**src/rtl/wb_pkg.sv**
```systemverilog
// Shared types and helpers for the write buffer between the cache and data memory.
// Optional read bypass is enabled by defining WB_READ_BYPASS_EN.
package wb_pkg;

    typedef enum logic [1:0] {
        IDLE  = 2'd0,
        WRITE = 2'd1,
        READ  = 2'd2
    } wb_state_t;

    localparam int LINE_W_DEF = 128;
    localparam int LINE_OFS_W = $clog2(LINE_W_DEF / 8);
    localparam int ADDR_W_MAX = 64;

    // Line address: byte address with the offset-within-line bits shifted out.
    function automatic logic [ADDR_W_MAX-1:0] lineAddr(input logic [ADDR_W_MAX-1:0] addr,
                                                       input int ofsW);
        return addr >> ofsW;
    endfunction

endpackage

```
**src/rtl/wb_fifo.sv**
```systemverilog
// Posted-write storage: circular buffer of {address, data} with head/tail/count.
// With WB_READ_BYPASS_EN defined it also reports, per entry, whether a valid
// buffered write falls in the same cache line as matchAddr.
module wb_fifo #(
    parameter int DEPTH  = 4,
    parameter int ADDR_W = 32,
    parameter int DATA_W = 32,
    parameter int OFS_W  = wb_pkg::LINE_OFS_W
) (
    input  logic              clk,
    input  logic              rst,
    input  logic              push,
    input  logic [ADDR_W-1:0] pushAddr,
    input  logic [DATA_W-1:0] pushData,
    input  logic              pop,
    output logic              full,
    output logic              empty,
    output logic [ADDR_W-1:0] headAddr,
    output logic [DATA_W-1:0] headData
`ifdef WB_READ_BYPASS_EN
    ,
    input  logic [ADDR_W-1:0] matchAddr,
    output logic [DEPTH-1:0]  matchVec
`endif
);
    import wb_pkg::*;

    localparam int PTR_W = $clog2(DEPTH);
    localparam logic [PTR_W-1:0] PTR_ONE = PTR_W'(1);
    localparam logic [PTR_W:0]   CNT_ONE = (PTR_W + 1)'(1);

    logic [ADDR_W-1:0] addrMem [DEPTH];
    logic [DATA_W-1:0] dataMem [DEPTH];
    logic [PTR_W-1:0]  head;
    logic [PTR_W-1:0]  tail;
    logic [PTR_W:0]    count;
    logic              doPush;
    logic              doPop;

    assign full     = (count == (PTR_W + 1)'(DEPTH));
    assign empty    = (count == '0);
    assign doPush   = push && !full;
    assign doPop    = pop && !empty;
    assign headAddr = addrMem[head];
    assign headData = dataMem[head];

    // Pointer and occupancy bookkeeping; a simultaneous push and pop leaves count unchanged.
    always_ff @(posedge clk or posedge rst) begin
        if (rst) begin
            head  <= '0;
            tail  <= '0;
            count <= '0;
        end else begin
            if (doPush) tail <= tail + PTR_ONE;
            if (doPop)  head <= head + PTR_ONE;
            case ({doPush, doPop})
                2'b10:   count <= count + CNT_ONE;
                2'b01:   count <= count - CNT_ONE;
                default: count <= count;
            endcase
        end
    end

    // Entry storage; contents are meaningless outside the head..tail window, so no reset.
    always_ff @(posedge clk) begin
        if (doPush) begin
            addrMem[tail] <= pushAddr;
            dataMem[tail] <= pushData;
        end
    end

`ifdef WB_READ_BYPASS_EN
    logic [PTR_W-1:0] entryOfs [DEPTH];

    // Same-line hazard detect against every entry currently holding a pending write.
    always_comb begin
        for (int i = 0; i < DEPTH; i++) begin
            entryOfs[i] = PTR_W'(i) - head;
            matchVec[i] = ({1'b0, entryOfs[i]} < count) &&
                          (lineAddr(ADDR_W_MAX'(addrMem[i]), OFS_W) ==
                           lineAddr(ADDR_W_MAX'(matchAddr), OFS_W));
        end
    end
`endif

endmodule

```
**src/rtl/write_buffer.sv**
```systemverilog
// Posted-write buffer between the write-through cache and the single data-memory port.
// Stores are absorbed into wb_fifo and drained one at a time; line-fill reads share the port.
// Define WB_READ_BYPASS_EN to let a read miss overtake buffered writes to other lines.
//
// state | meaning
// IDLE  | no memory operation; arbitrates between draining a write and serving a read
// WRITE | head entry presented to memory until MemWriteReady, then popped
// READ  | line fill in flight until MemReadReady, then data captured and RdReady pulsed
module write_buffer #(
    parameter int DEPTH  = 4,
    parameter int ADDR_W = 32,
    parameter int DATA_W = 32,
    parameter int LINE_W = 128
) (
    input  logic              Clk,
    input  logic              Rst,
    input  logic              WrReq,
    input  logic [ADDR_W-1:0] WrAddr,
    input  logic [DATA_W-1:0] WrData,
    output logic              WrAck,
    input  logic              RdMiss,
    input  logic [ADDR_W-1:0] RdAddr,
    output logic              RdReady,
    output logic [LINE_W-1:0] RdData,
    output logic              Full,
    output logic              Empty,
    output logic [ADDR_W-1:0] MemAddr,
    output logic [DATA_W-1:0] MemWData,
    output logic              MemWrite,
    output logic              MemRdMiss,
    input  logic              MemWriteReady,
    input  logic              MemReadReady,
    input  logic [LINE_W-1:0] MemRdData
);
    import wb_pkg::*;

    localparam int OFS_W = $clog2(LINE_W / 8);

    wb_state_t         state;
    wb_state_t         nextState;
    logic              pop;
    logic              readBlocked;
    logic [ADDR_W-1:0] headAddr;
    logic [DATA_W-1:0] headData;
    logic [ADDR_W-1:0] lineBase;

    // Reset also masks acceptance so a store presented during reset is never acknowledged.
    assign WrAck    = WrReq && !Full && !Rst;
    assign lineBase = {RdAddr[ADDR_W-1:OFS_W], {OFS_W{1'b0}}};

`ifdef WB_READ_BYPASS_EN
    logic [DEPTH-1:0] matchVec;
    assign readBlocked = |matchVec;
`else
    assign readBlocked = !Empty;
`endif

    wb_fifo #(
        .DEPTH (DEPTH),
        .ADDR_W(ADDR_W),
        .DATA_W(DATA_W),
        .OFS_W (OFS_W)
    ) uFifo (
        .clk     (Clk),
        .rst     (Rst),
        .push    (WrAck),
        .pushAddr(WrAddr),
        .pushData(WrData),
        .pop     (pop),
        .full    (Full),
        .empty   (Empty),
        .headAddr(headAddr),
        .headData(headData)
`ifdef WB_READ_BYPASS_EN
        ,
        .matchAddr(RdAddr),
        .matchVec (matchVec)
`endif
    );

    // State register plus the registered read-return pulse and line data.
    always_ff @(posedge Clk or posedge Rst) begin
        if (Rst) begin
            state   <= IDLE;
            RdReady <= 1'b0;
            RdData  <= '0;
        end else begin
            state   <= nextState;
            RdReady <= (state == READ) && MemReadReady;
            if ((state == READ) && MemReadReady) RdData <= MemRdData;
        end
    end

    // Next-state and memory-port muxing. RdReady high in IDLE means the cache has not yet
    // dropped the miss it just got data for, so that cycle must not start another read.
    always_comb begin
        nextState = state;
        MemWrite  = 1'b0;
        MemRdMiss = 1'b0;
        MemAddr   = '0;
        MemWData  = '0;
        pop       = 1'b0;
        unique case (state)
            IDLE: begin
                if (RdMiss && !RdReady && !readBlocked) nextState = READ;
                else if (!Empty)                        nextState = WRITE;
            end
            WRITE: begin
                MemWrite = 1'b1;
                MemAddr  = headAddr;
                MemWData = headData;
                if (MemWriteReady) begin
                    pop       = 1'b1;
                    nextState = IDLE;
                end
            end
            READ: begin
                MemRdMiss = 1'b1;
                MemAddr   = lineBase;
                if (MemReadReady) nextState = IDLE;
            end
            default: nextState = IDLE;
        endcase
    end

endmodule

```
**config.mk**
```make
export PLATFORM = sky130hd
export DESIGN_NAME = write_buffer
export DESIGN_NICKNAME = d
export VERILOG_FILES = /design/src/rtl/wb_pkg.sv /design/src/rtl/wb_fifo.sv /design/src/rtl/write_buffer.sv
export SDC_FILE = /design/constraint.sdc
export NUM_CORES = 1
export LEC_CHECK = 0
export CAP_MARGIN = 20
export CORE_ASPECT_RATIO = 0.8
export CORE_MARGIN = 10
export CORE_UTILIZATION = 49
export DETAILED_ROUTE_END_ITERATION = 7
export PLACE_DENSITY = 0.81
export SLEW_MARGIN = 20
export SYNTH_ARGS = -nofsm -noshare
export SYNTH_HDL_FRONTEND = slang
export SYNTH_HIERARCHICAL = 1
export SYNTH_SLANG_ARGS = --single-unit
```
**constraint.sdc**
```tcl
create_clock -name Clk -period 4.51 [get_ports Clk]
set_input_delay 0.451 -clock Clk [delete_from_list [all_inputs] [get_ports Clk]]
set_output_delay 0.451 -clock Clk [all_outputs]
set_load 0.05 [all_outputs]
```
==> results of run 1 <==
cell type report:
type / instances / area [sq um]
Antenna cell: 4 / 10.01
Clock buffer: 51 / 1134
Clock inverter: 16 / 136.4
Fill cell: 2049 / 9960
Inverter: 10 / 40.04
Multi-Input combinational cell: 326 / 4250
Sequential cell: 394 / 11150
Tap cell: 420 / 525.5
Timing Repair Buffer: 437 / 4439
critical path: stages, from the launching register on:
cell and delay [ns]:
dfrtp_4 0.66, buf_4 0.40, mux4_2 0.58, a22oi_1 0.19
nor2b_1 0.09, clkdlybuf4s50_1 0.71
how the worst max path moves through the flow:
stage | from | to | cells after the start
6_report | uFifo/head[0]$_DFFE_PP0P_ | MemAddr[19] | 5
5_1_grt | state[1]$_DFFE_PP0P_ | MemAddr[12] | 5
4_1_cts | state[0]$_DFFE_PP0P_ | MemAddr[6] | 4
3_5_place_dp | state[1]$_DFFE_PP0P_ | uFifo/count[2]$_DFFE_PP0P_ | 11
3_3_place_gp | uFifo/head[0]$_DFFE_PP0P_ | MemAddr[10] | 5
2_1_floorplan | uFifo/count[2]$_DFFE_PP0P_ | uFifo/addrMem[0][0]$_DFFE_PP_ | 4
stage by stage:
step                      std cells  setup slack, ns  hold WS, ns  total power, W  util [%]
after floorplan                 771           0.1757       0.2544         0.01099         -
after global placement         1587            1.441       0.4887         0.01365     64.48
after detailed placement       1587            1.388       0.4951         0.01378     64.48
after CTS                      1654           0.8180       0.3357         0.01704     68.49
after global routing           1657           0.6988       0.3729         0.01753     68.51
final                          1658           0.8995       0.3336         0.01686     68.52
flip-flops by register name, indices dropped and copies added, names as in the netlist:
name,cells
RdData,128
RdReady,1
state,2
uFifo/addrMem,128
uFifo/count,3
uFifo/dataMem,128
uFifo/head,2
uFifo/tail,2
placed cells by master (no fill, tap or decap), types with 2 or more instances in the layout:
master,n
clkdlybuf4s50_1,423
edfxtp_1,256
dfrtp_1,136
mux2_4,101
mux4_2,64
clkbuf_16,41
and2_1,34
nor2b_1,29
mux2_2,28
a22oi_1,28
inv_1,9
ha_1,9
buf_12,8
clkbuf_8,7
clkinv_1,7
buf_4,6
clkinv_2,5
diode_2,4
and3_1,4
and2_2,4
nand2_1,3
clkbuf_1,3
xnor2_1,3
xor2_1,3
nand2b_1,2
bufinv_16,2
where the power goes:
group	internal (W)	switching (W)
Clock	0.00188	0.00132
Sequential	0.00474	0.000530
Combinational	0.00335	0.00504
layer usage:
metal	share of wire, %	wire, um	GRT usage, %	up-vias
met5	0.075	31	0	-
met4	2.7	1096	6.318	6
met3	5.7	2357	5.065	69
met2	53	21660	34.88	278
met1	39	16020	24.13	4380
li1	-	-	-	3866
kinds of logic (layout without fill, tap and decap cells):
logic type	after synthesis	after routing	synth area share [%]
xor gates and xnor gates	6	6	0.3321
AOI/OAI and AO/OA	32	32	1.510
muxes	194	194	20.74
buffers and inverters	51	514	2.814
DFF	394	394	70.38
other	0	4	0
adders and majority gates	11	11	0.9169
and+or+nand+nor	83	83	3.304
==> results by group, run 1 <==
Global routing
  • Largest net degree at the start of global routing: 75
  • Total track usage: 20.08%
  • Initial antenna violation count: 7
  • First-pass GRT wire length: 61430 um
  • Grt ovf: 0
  • Vias in the first global route: 9348

Worst setup path
  • Setup slack, reg-to-reg: 1.42 ns
  • Critical path type: reg2out
  • Launching point of the worst reg2reg path: state[1]$_DFFE_PP0P_
  • Req. time, crit path: 4.06 ns
  • Crit path max fanout: 17
  • WP data arrival: 3.16 ns
  • Reg2reg end: uFifo/count[2]$_DFFE_PP0P_
  • Startpoint Class: flop
  • FF-to-FF path depth: 11
  • Worst setup EP type: output pin

Pwr
  • Worst VDD drop: 0.0005737 V
  • Leak: 7.967 nW
  • Power per cell area: 777.6 nW/um^2

Timing
  • Setup violators final: 0
  • Setup TNS: 0 ns
  • Slew margin rel.: 32.07%
  • Final hold vios: 0
  • Setup Skew: 0.01827 ns
  • Max Slew Vio Count: 0
  • RSZ-0062 raised after global routing: false
  • Max Fclk: 277.0 MHz
  • Tightest Pin Transition: 1.019 ns
  • Tcrit/Tclk final: 80.06%
  • Minimum clock period after layout: 3.610 ns

Route
  • Total Wirelength: 41170 um
  • Remaining antenna violation count: 0
  • # DRC: 0
  • DR pass1 iterations: 5
  • Via-to-Cell Ratio: 5.186
  • Initial drt markers: 588
  • Via count: 8599
  • Routed wire per std cell: 24.83 um

Synthesis
  • Most frequent cell after synthesis: edfxtp_1
  • Top-area cell type share of the netlist area: 48.57%
  • Top_reg_cell synth: edfxtp_1
  • Most frequent cells after synthesis: edfxtp_1 (256), dfrtp_1 (138), mux2_4 (101), mux4_2 (64), and2_1 (38)
  • Area leader, netlist: edfxtp_1
  • Syn Nets: 1012
  • Synth Instances: 771
  • Post-synth EDFFs: 256
  • Synth warn: 6
  • Ranking of synthesized cells by area: edfxtp_1 (49%), dfrtp_1 (22%), mux2_4 (9.6%)
  • Synth async-reset ratio: 35.03%
  • Yosys reg bits: 394
  • Distinct cells, synth: 33
  • Syn avg cell area: 20.53 sq um
  • Post-Synthesis Cell Area: 15830 sq um
  • Seq/Total Area, Yosys: 70.38%

Clock tree
  • Clock transition at the registers of the reported paths: 0.06 ns
  • CTS tree: yes
  • Num CTS Buffers: 39
  • Post-CTS setup buffer count: 0
  • Htree depth: 2
  • Hold Buf Count CTS: 0
  • Clock sink count: 394
  • Post-cts resize count: 0
  • Clk Latency, worst-skew pair: 0.54 ns
  • CTS Buffer Depth: 3
  • Clk root buf: clkbuf_16

Job
  • Max Cap Violations: 0

Placed design
  • GPL Wtd Cong: 0.8266
  • DPL Wire Length: 28810 um
  • Placed cell area: 20400 sq um
  • Port bufs: 423

Worst hold path
  • Worst hold path class: in2async

Final layout
  • Nets: 1449
  • Layout area overhead: 36.97%
  • Fraction of layout cells with a size suffix above 1: 22.29%
  • Design Area, Final: 21680 sq um

Floorplanning
  • Row count: 58
  • IO Count: 428
  • Initial Util: 50.03%
  • Core ar.: 31640 sq um
  • Die area: 39940 sq um
  • Die Ht: 180.8 um
  • Die W: 220.9 um

Run status
  • Status: finished clean
(Power assumes the default switching activity.)
==> inputs of run 2 (changes only) <==
- CORE_UTILIZATION: 49 -> 44
- PLACE_DENSITY: 0.81 -> 0.77
- clock period: 4.51 -> 3.15 ns (I/O delays scaled with it)
==> results by group, run 2 (synthesis gave the netlist of run 1 again) <==
Global routing
  • First-pass GRT wire length: 61210 um
  • Initial antenna violation count: 3
  • Grt ovf: 0
  • Total track usage: 18.29%
  • Largest net degree at the start of global routing: 69
  • Vias in the first global route: 9385

Final layout
  • Fraction of layout cells with a size suffix above 1: 25.90%
  • Layout area overhead: 41.37%
  • Most frequent cells in the layout: clkdlybuf4s50_1 (361), edfxtp_1 (256), dfrtp_1 (136), mux2_4 (101), mux4_2 (64)
  • Storage cell area: 11150 sq um
  • Fillers: 2573
  • Multi-input gate area: 4260 sq um
  • Commonest non-fill, non-tap cell in the layout: clkdlybuf4s50_1
  • Design Area, Final: 22380 sq um
  • Core Util, Final: 62.71%
  • Nets: 1463
  • Registers with the most flip-flops: RdData (128), uFifo/addrMem (128), uFifo/dataMem (128)

Clock tree
  • Clock transition at the registers of the reported paths: 0.06 ns
  • Clk root buf: clkbuf_16
  • Hold Buf Count CTS: 0
  • CTS tree: yes
  • Clock sink count: 394
  • Num CTS Buffers: 42
  • CTS Buffer Depth: 3
  • Post-CTS setup buffer count: 0
  • Post-cts resize count: 0
  • Clk Latency, worst-skew pair: 0.55 ns
  • Htree depth: 2

Placed design
  • Port bufs: 423
  • Setup WS pre-CTS: 0.5977 ns
  • DPL Wire Length: 29560 um
  • Placed cell area: 20900 sq um
  • GPL Wtd Cong: 0.7998

Route
  • Via-to-Cell Ratio: 4.971
  • DR pass1 iterations: 4
  • Via count: 8630
  • Total Wirelength: 41170 um
  • # DRC: 0
  • Remaining antenna violation count: 0
  • Routed wire per std cell: 23.72 um
  • Initial drt markers: 594

Worst setup path
  • Req. time, crit path: 2.83 ns
  • Crit path max fanout: 43
  • Worst setup EP type: output pin
  • Startpoint Class: flop
  • Critical path type: reg2out
  • WP data arrival: 2.73 ns

Timing
  • Slew margin rel.: 55.78%
  • Tightest Pin Transition: 0.6612 ns
  • Minimum clock period after layout: 3.048 ns
  • Max Fclk: 328.1 MHz
  • Setup TNS: 0 ns
  • Final hold vios: 0
  • Final worst slack: 0.1019 ns
  • Tcrit/Tclk final: 96.76%
  • RSZ-0062 raised after global routing: false
  • Max Slew Vio Count: 0
  • Setup Skew: 0.01718 ns
  • Setup violators final: 0

Job
  • Max Cap Violations: 0

Floorplanning
  • Core ar.: 35680 sq um
  • Initial Util: 44.36%
  • Die W: 232.1 um
  • IO Count: 428
  • Die Ht: 189.6 um
  • Row count: 62
  • Die area: 44010 sq um

Run status
  • Status: finished clean

Pwr
  • Worst VDD drop: 0.0006517 V
  • Leak: 8.680 nW
  • Power per cell area: 1117 nW/um^2

Worst hold path
  • Worst hold path class: in2async
run 2: report_power, final:
part	switching [W]	leakage (nW)	total, W	internal, W
Sequential	0.000618	4.00	0.00741	0.00679
Clock	0.00198	0.691	0.00495	0.00297
Combinational	0.00745	3.99	0.0126	0.00520
run 2: area by class of cell:
type                            instances  area share (%)
Clock inverter                         24           1.202
Sequential cell                       394           49.81
Antenna cell                            1         0.01118
Timing Repair Buffer                  448           22.01
Tap cell                              480           2.684
Multi-Input combinational cell        326           19.04
Clock buffer                           53           5.066
Inverter                               10          0.1845
run 2: final timing paths:
kind,start,end,slack (ns),cells past startpoint
worst max-delay path,uFifo/head[0]$_DFFE_PP0P_,MemWData[16],0.10,4
worst min-delay path,Rst,uFifo/count[1]$_DFFE_PP0P_,0.16,2
worst max register to register,state[1]$_DFFE_PP0P_,uFifo/count[2]$_DFFE_PP0P_,0.76,10
worst min register to register,RdData[22]$_DFFE_PP0P_,RdData[22]$_DFFE_PP0P_,0.50,1
max in group asynchronous,Rst,RdData[99]$_DFFE_PP0P_,2.10,3
min in group Clk,MemRdData[33],RdData[33]$_DFFE_PP0P_,0.39,2
run 2: per-stage QoR:
step	power [W]	cells	hold slack [ns]
after floorplan	0.01573	771	0.1184
after global placement	0.02015	1658	0.4897
after detailed placement	0.02032	1658	0.4934
after CTS	0.02539	1735	0.1343
after global routing	0.02605	1736	0.1545
final	0.02501	1736	0.1605
run 2: worst max-delay path, stage by stage, from the launching register on:
cell and delay (ns):
dfrtp_4 0.42, buf_12 0.29, mux4_2 0.55, and2_1 0.17, clkdlybuf4s50_1 0.71
run 2: metal layers:
layer  GRT usage (%)  routed length [um]  share of wire [%]  up-vias
li1                -                   -                  -     3893
met1           23.16               16710                 41     4448
met2           31.34               21600                 52      230
met3           3.603                1897                4.6       57
met4           5.546                 959                2.3        2
met5               0                  13              0.032        -
